--- config.mk ---
export PLATFORM = sky130hd
export DESIGN_NAME = stage_if
export DESIGN_NICKNAME = d
export VERILOG_FILES = /design/src/rtl/stage_if_pkg.sv /design/src/rtl/stage_if_pipe_reg.sv /design/src/rtl/stage_if.sv
export SDC_FILE = /design/constraint.sdc
export NUM_CORES = 1
export LEC_CHECK = 0
export ABC_CLOCK_PERIOD_IN_PS = 2930
export BUFFER_PORTS_ARGS = -buffer_cell sky130_fd_sc_hd__buf_2
export CAP_MARGIN = 20
export CORE_MARGIN = 2
export CORE_UTILIZATION = 53
export DETAILED_ROUTE_END_ITERATION = 8
export HOLD_SLACK_MARGIN = 0.05
export PLACE_DENSITY = 0.79
export SLEW_MARGIN = 15
export SYNTH_ARGS = -nofsm -noshare
export SYNTH_HDL_FRONTEND = slang
export SYNTH_HIERARCHICAL = 1
export SYNTH_SLANG_ARGS = --single-unit
--- constraint.sdc ---
create_clock -name clk -period 2.93 [get_ports clk]
set_input_delay 0.4395 -clock clk [delete_from_list [all_inputs] [get_ports clk]]
set_output_delay 0.4395 -clock clk [all_outputs]
set_load 0.01 [all_outputs]
--- src/rtl/stage_if_pkg.sv ---
// Shared RV32I fetch definitions: data width, bubble encoding and fetch FSM states.
package stage_if_pkg;

  localparam int          XLEN     = 32;
  localparam logic [31:0] NOP_WORD = 32'h0000_0013;  // addi x0,x0,0
  localparam logic [31:0] PC_STEP  = 32'd4;

  typedef enum logic [1:0] {
    S_REQ  = 2'd0,
    S_WAIT = 2'd1,
    S_HOLD = 2'd2
  } fetch_state_e;

endpackage

--- src/rtl/stage_if_pipe_reg.sv ---
// IF/ID pipeline register: loads {inst,pc,pc+4,valid}, flushes to a bubble, or holds.
// Reset leaves a bubble at RESET_PC; en=0 freezes the register.
module pipe_reg_ifid
  import stage_if_pkg::*;
#(
  parameter logic [XLEN-1:0] RESET_PC = 32'h0000_0000,
  parameter logic [XLEN-1:0] NOP_INST = NOP_WORD
) (
  input  logic            clk,
  input  logic            rst,
  input  logic            en_i,
  input  logic            load_i,
  input  logic            bubble_i,
  input  logic [XLEN-1:0] inst_i,
  input  logic [XLEN-1:0] pc_i,
  output logic [XLEN-1:0] inst_o,
  output logic [XLEN-1:0] pc_o,
  output logic [XLEN-1:0] pc4_o,
  output logic            valid_o
);

  logic [XLEN-1:0] inst_q, pc_q, pc4_q;
  logic            valid_q;

  // A bubble keeps pc/pc4 so decode still sees a sensible PC alongside the NOP.
  always_ff @(posedge clk) begin
    if (rst) begin
      inst_q  <= NOP_INST;
      pc_q    <= RESET_PC;
      pc4_q   <= RESET_PC + PC_STEP;
      valid_q <= 1'b0;
    end else if (en_i) begin
      if (bubble_i) begin
        inst_q  <= NOP_INST;
        valid_q <= 1'b0;
      end else if (load_i) begin
        inst_q  <= inst_i;
        pc_q    <= pc_i;
        pc4_q   <= pc_i + PC_STEP;
        valid_q <= 1'b1;
      end
    end
  end

  assign inst_o  = inst_q;
  assign pc_o    = pc_q;
  assign pc4_o   = pc4_q;
  assign valid_o = valid_q;

endmodule

--- src/rtl/stage_if.sv ---
// Instruction fetch with one outstanding imem request; 2-cycle latency from request to IF/ID.
// Stall parks a returned word in a hold buffer; a redirect flushes IF/ID and discards stale responses.
module stage_if
  import stage_if_pkg::*;
#(
  parameter logic [XLEN-1:0] RESET_PC = 32'h0000_0000,
  parameter logic [XLEN-1:0] NOP_INST = NOP_WORD
) (
  input  logic            clk,
  input  logic            rst,
  input  logic            en,
  input  logic            stall,
  input  logic            redirect_valid,
  input  logic [XLEN-1:0] redirect_pc,
  output logic            imem_req_valid,
  input  logic            imem_req_ready,
  output logic [XLEN-1:0] imem_req_addr,
  input  logic            imem_resp_valid,
  input  logic [XLEN-1:0] imem_resp_data,
  output logic [XLEN-1:0] ifid_inst,
  output logic [XLEN-1:0] ifid_pc,
  output logic [XLEN-1:0] ifid_pc4,
  output logic            ifid_valid,
  output logic            misalign_err
);

  fetch_state_e    state_q, state_d;
  logic [XLEN-1:0] pc_q, pc_d;
  logic [XLEN-1:0] hold_q, hold_d;
  logic            discard_q, discard_d;
  logic            misalign_q, misalign_d;
  logic            ifid_load, ifid_bubble;
  logic [XLEN-1:0] ifid_inst_d;
  logic            req_fire;

  assign imem_req_valid = en && (state_q == S_REQ) && !redirect_valid;
  assign imem_req_addr  = pc_q;
  assign req_fire       = imem_req_valid && imem_req_ready;
  assign misalign_err   = misalign_q;

  always_comb begin
    state_d     = state_q;
    pc_d        = pc_q;
    hold_d      = hold_q;
    discard_d   = discard_q;
    misalign_d  = 1'b0;
    ifid_load   = 1'b0;
    ifid_bubble = 1'b0;
    ifid_inst_d = imem_resp_data;

    if (redirect_valid) begin
      pc_d        = {redirect_pc[XLEN-1:2], 2'b00};
      misalign_d  = |redirect_pc[1:0];
      ifid_bubble = 1'b1;
      hold_d      = NOP_INST;
      case (state_q)
        // Without a response yet, the in-flight fetch must be swallowed when it lands.
        S_WAIT: begin
          if (imem_resp_valid) begin
            state_d   = S_REQ;
            discard_d = 1'b0;
          end else begin
            discard_d = 1'b1;
          end
        end
        S_HOLD:  state_d = S_REQ;
        default: state_d = S_REQ;
      endcase
    end else begin
      case (state_q)
        S_REQ: begin
          if (req_fire) state_d = S_WAIT;
        end
        S_WAIT: begin
          if (imem_resp_valid) begin
            if (discard_q) begin
              discard_d = 1'b0;
              state_d   = S_REQ;
            end else if (!stall) begin
              ifid_load = 1'b1;
              pc_d      = pc_q + PC_STEP;
              state_d   = S_REQ;
            end else begin
              hold_d  = imem_resp_data;
              state_d = S_HOLD;
            end
          end
        end
        S_HOLD: begin
          if (!stall) begin
            ifid_load   = 1'b1;
            ifid_inst_d = hold_q;
            pc_d        = pc_q + PC_STEP;
            state_d     = S_REQ;
          end
        end
        default: state_d = S_REQ;
      endcase
      if (!ifid_load && !stall) ifid_bubble = 1'b1;
    end
  end

  always_ff @(posedge clk) begin
    if (rst) begin
      state_q    <= S_REQ;
      pc_q       <= RESET_PC;
      hold_q     <= NOP_INST;
      discard_q  <= 1'b0;
      misalign_q <= 1'b0;
    end else if (en) begin
      state_q    <= state_d;
      pc_q       <= pc_d;
      hold_q     <= hold_d;
      discard_q  <= discard_d;
      misalign_q <= misalign_d;
    end
  end

  pipe_reg_ifid #(
    .RESET_PC(RESET_PC),
    .NOP_INST(NOP_INST)
  ) u_ifid (
    .clk      (clk),
    .rst      (rst),
    .en_i     (en),
    .load_i   (ifid_load),
    .bubble_i (ifid_bubble),
    .inst_i   (ifid_inst_d),
    .pc_i     (pc_q),
    .inst_o   (ifid_inst),
    .pc_o     (ifid_pc),
    .pc4_o    (ifid_pc4),
    .valid_o  (ifid_valid)
  );

endmodule

Word level (Yosys, flattened, before mapping)
Cells that the tools add are included.
{"block": "word_totals", "inputBits": 71, "regBits": 165}
{"block": "classes", "n_addsub": 1, "n_bitwise": 1, "reduce_logical": 19, "mux": 39, "n_eq_ne": 8}
{"op": "$mux W32", "n": 13}
{"op": "$pmux W32 S2", "n": 1}
{"op": "$add A32 B3 Y32 const B", "n": 1}
{"op": "$mux W2", "n": 8}
{"op": "$mux W1", "n": 15}
{"op": "$ne A3 B3 Y1 const B", "n": 4}
{"op": "$reduce_and A4 Y1", "n": 3}
{"op": "$pmux W2 S3", "n": 1}
{"op": "$reduce_and A3 Y1", "n": 2}
{"op": "$reduce_bool A2 Y1", "n": 3}
{"op": "$logic_and A1 B1 Y1", "n": 4}
{"op": "$ne A2 B2 Y1 const B", "n": 2}
{"op": "$logic_not A1 Y1", "n": 3}
{"op": "$reduce_bool A3 Y1", "n": 1}
{"op": "$eq A2 B1 Y1 const B", "n": 1}
{"op": "$eq A2 B2 Y1 const B", "n": 1}
{"op": "$logic_not A2 Y1", "n": 1}
{"op": "$pmux W1 S2", "n": 1}
{"op": "$reduce_and A2 Y1", "n": 1}
{"op": "$reduce_or A2 Y1", "n": 1}
{"op": "$not A1 Y1", "n": 1}

Longest topological paths before layout
{"block": "logic_depth", "word_depth": 11, "ltp_mapped": 12, "depth_no_buf": 9}

Cells and area by module
The synthesis kept the hierarchy.
{"module": "pipe_reg_ifid", "n_inst": 1, "cells_each": 454, "area_each_um2": 3822.4}
{"module": "stage_if", "n_inst": 1, "cells_each": 419, "area_each_um2": 3696.0}

Worst setup path before layout
No wires, ideal clock.
{"block": "synth_timing", "path_type": "register to register", "start": "reg state_q[1]", "end": "reg u_ifid.pc4_q[11], in the netlist u_ifid/pc4_o[11]", "stages_incl_launch_ff": 12, "arrival_time_ns": 2.340, "path_slack_ns": 0.453, "synth_period_minus_slack_ns": 2.477, "t_required_ns": 2.793, "path_buffers": 4, "setup_ns": 0.137, "path_cell_list": "dfxtp_1 > inv_1 > ha_1 > and3b_1 > buf_2 > o211a_1 > a21oi_1 > and3b_1 > clkbuf_1 > buf_1 > clkbuf_1 > a211oi_1"}
{"item": "start: declaration", "line_no": "stage_if.sv:27", "rtl": "fetch_state_e state_q, state_d;"}
{"item": "start signal: assignment", "line_no": "stage_if.sv:111", "rtl": "state_q <= state_d;"}
{"item": "$eq A2 B2 Y1 or $eq A2 B1 Y1 (tied branches)", "line_no": "stage_if.sv:70", "rtl": "case (state_q)"}
{"item": "$pmux W1 S2 (*)", "line_no": "stage_if.sv:70"}
{"item": "$mux W1 (*) (2 in a row)", "line_no": "stage_if.sv:51", "rtl": "if (redirect_valid) begin"}
{"item": "named net ifid_load", "line_no": "stage_if.sv:32", "rtl": "logic ifid_load, ifid_bubble;"}
{"item": "$reduce_and A3 Y1 (no source line) (*)"}
{"item": "end signal: assignment", "line_no": "stage_if_pipe_reg.sv:30", "rtl": "pc4_q <= RESET_PC + PC_STEP;"}
{"item": "end signal: assignment", "line_no": "stage_if_pipe_reg.sv:39", "rtl": "pc4_q <= pc_i + PC_STEP;"}
{"item": "end: declaration", "line_no": "stage_if_pipe_reg.sv:22", "rtl": "logic [XLEN-1:0] inst_q, pc_q, pc4_q;"}
Mark *: on every way through the listed nets, which the timed path passes. The rest lies on a longest branch. The select of a mux whose other input is x is not followed.
A chain may end at the register's enable or synchronous reset.

Final worst setup path
{"block": "layout_timing", "start": "reg state_q[1]", "end": "reg u_ifid.pc4_q[2], in the netlist u_ifid/pc4_o[2]"}
The elaborated chain is that of the path after synthesis.

==> metrics.yaml <==
logic_synthesis:
  synth_seq_area_share_pct: 42.87
  synth-seq-cells: 161
  synth_warnings: 6
  synth_area_per_cell_sq_um: 8.612
  ys_types: 68
  async_reset_ff_share_pct: 0
  syn_area_sq_mm: 0.007518
  synth_common_cells: "dfxtp_1 (161), nand2_1 (99), nor2_1 (88), a21oi_1 (50), clkbuf_1 (47)"
  ys.flop_type: "dfxtp_1"
  synth_most_common_cell: "dfxtp_1"
  netlist_instances: 873
  synth_area_leaders: "dfxtp_1 (43%), nand2_1 (4.9%), mux2_1 (4.8%)"
  synth.top_cell.area_share_pct: 42.87
  synth_enable_flop_cells: 0
  yosys.area.top_type: "dfxtp_1"
floorplanning:
  fp-row-count: 43
  num_io_pins: 202
  initial_core_util_pct: 54.16
  core_area_sq_mm: 0.01388
  chipHeight_um: 123.1
  die_area_sq_mm: 0.01515
  die_w_um: 123.1
clocking:
  cts_hold_buf: 0
  ctsResizeCount: 0
  clkTransAtPathRegs_ns: 0.07
  postCtsSetupRepairBufs: 0
  root_buffer: "clkbuf_16"
  htreeDepth: 4
  numCtsBuffers: 17
  tritoncts: "done"
  clk_latency_ns: 0.43
  cts.sinks: 161
  cts_buffer_depth: 2
detailed_routing:
  ant_nets: 0
  drc: 0
  drt_iter0_drc: 742
  vias: 7533
  viasPerCell: 6.075
  wirelength_um: 22030
  drt_pre_antenna_iters: 5
  wl_per_cell_um: 17.76
cells_and_area:
  num_antenna_cells: 0
  final_area_sq_mm: 0.009253
  drive_above_1_share_pct: 25.28
  seq_area_sq_mm: 0.003223
  synthToLayoutAreaGrowth_pct: 23.07
  num-fill-cells: 1145
  num-nets-final: 1123
  multi_input_area_sq_mm: 0.003956
setup_path:
  startpoint_type: "flop"
  critPathRequiredTime_ns: 3.24
  path_max_fanout: 33
  endpoint_kind: "flop"
  rrSetupSlack_ns: 0.24
  criticalPathCategory: "reg2reg"
  arrival_ns: 3.00
timing:
  setup_violations: 0
  period_share_pct: 91.76
  tns_ns: 0
  period_needed_ns: 2.689
  fin_worst_skew_ns: 0.008759
  slew_headroom_pct: 55.95
  hold_viol_final: 0
  slew_violations: 0
  tightest_slew_ns: 0.6592
  fmax_mhz: 371.9
  rsz0062_at_grt: "false"
placement:
  place_congestion: 0.8718
  hpwl_um: 14870
  numPortBuffers: 199
  dpl_cell_area_sq_mm: 0.008648
power:
  peakVddDrop_mv: 0.4933
  p_comb_share_pct: 7.5
  p_sw_mw: 1.219
  intPower_mw: 3.716
  switching_share_pct: 24.70
  p_leak_nw: 3.789
  seqPwrFrac_pct: 46.5
  p_per_area_mw_per_mm2: 533.4
  clockPowerShare_pct: 46.0
global_route:
  track_usage_pct: 28.10
  grt_pass1_wl_um: 33460
  grt_max_degree: 52
  gr-total-overflow: 0
  grt_antenna_before_repair: 0
  grt_pass1_vias: 6571
job:
  maxCapViolations: 0
worst_hold_path:
  min_path_type: "in2reg"
status:
  status: "finished, final reports clean"
==> stage by stage <==
| stage | hold slack (ns) | utilization (%) | setup WS, ns | power (mW) | std cells |
|---|---|---|---|---|---|
| 3_3_place_gp | 0.4389 | 62.30 | 0.3932 | 2.697 | 1208 |
| 2_1_floorplan | 0.4450 | - | 0.4525 | 2.531 | 876 |
| 6_report | 0.2359 | 66.66 | 0.2415 | 4.935 | 1240 |
| 5_1_grt | 0.2255 | 66.66 | 0.08947 | 5.090 | 1240 |
| 3_5_place_dp | 0.4456 | 62.30 | 0.3344 | 2.702 | 1208 |
| 4_1_cts | 0.2273 | 66.66 | 0.2793 | 4.949 | 1240 |
==> flip-flops by register name, summed over array words and instances, names as in the netlist <==
name            flops
discard_q           1
hold_q             32
imem_req_addr      30
misalign_err        1
state_q             2
u_ifid/inst_o      32
u_ifid/pc4_o       30
u_ifid/pc_o        32
u_ifid/valid_o      1
==> power by group through the flow <==
stage,sequential [mW],combinational [mW],clock [mW]
final,2.29,0.368,2.27
after global routing,2.30,0.399,2.39
after CTS,2.29,0.363,2.29
after detailed placement,2.34,0.361,0
after global placement,2.34,0.356,0
after floorplan,2.33,0.197,0
==> path summary, 6_finish.rpt <==
path              cells past startpoint         endpoint                from
hold / removal                        2       hold_q[24]  imem_resp_data[24]
hold reg to reg                       2  u_ifid/pc_o[22]     u_ifid/pc_o[22]
setup / recovery                     10  u_ifid/pc4_o[2]          state_q[1]
setup reg to reg                     10  u_ifid/pc4_o[2]          state_q[1]
==> layout by cell type, fill, tap and decap left out, types with 24 or more instances in the layout <==
cell,n
buf_2,198
buf_4,24
a22oi_1,42
nor2_1,88
nand3_1,28
dfxtp_1,161
mux2_1,32
a22o_1,30
a21oi_1,49
nand2_1,99
==> layer usage <==
metal / track usage [%] / part of all wire [%] / up-vias
li1: - / - / 3559
met1: 38.96 / 43 / 3552
met2: 43.09 / 46 / 395
met3: 6.642 / 9.4 / 27
met4: 9.375 / 1.5 / 0
met5: 0 / 0 / -
==> area by class of cell <==
type	instances	area share, %
well taps	180	2.434
inverters	14	0.5680
multi-input cells	630	42.76
flip-flops and latches	161	34.83
clock buffers	17	4.598
repair buffers	223	12.87
clock inverters	15	1.934
==> critical path: stages, from the launching register on <==
cell and delay (ns):
dfxtp_1 0.32, inv_1 0.07, ha_1 0.23, and3b_1 0.36, o211a_1 0.27, a21oi_1 0.11, and3b_4 0.51, buf_4 0.38
nand2_1 0.11, o21ai_0 0.12, nand2b_1 0.08
==> kinds of logic (layout without fill, tap and decap cells) <==
| logic type | count (synthesis) | after routing | synth area share, % |
|---|---|---|---|
| AND/OR/NAND/NOR | 342 | 342 | 22.45 |
| AO/OA/AOI/OAI | 226 | 226 | 21.62 |
| flip-flops | 161 | 161 | 42.87 |
| buffers and inverters | 85 | 269 | 4.809 |
| multiplexers | 40 | 40 | 5.858 |
| XOR/XNOR | 13 | 13 | 1.514 |
| adder cells (fa/ha/maj) | 5 | 5 | 0.8321 |
| other | 1 | 4 | 0.04988 |
No activity file was read; power rests on OpenSTA's default activity.
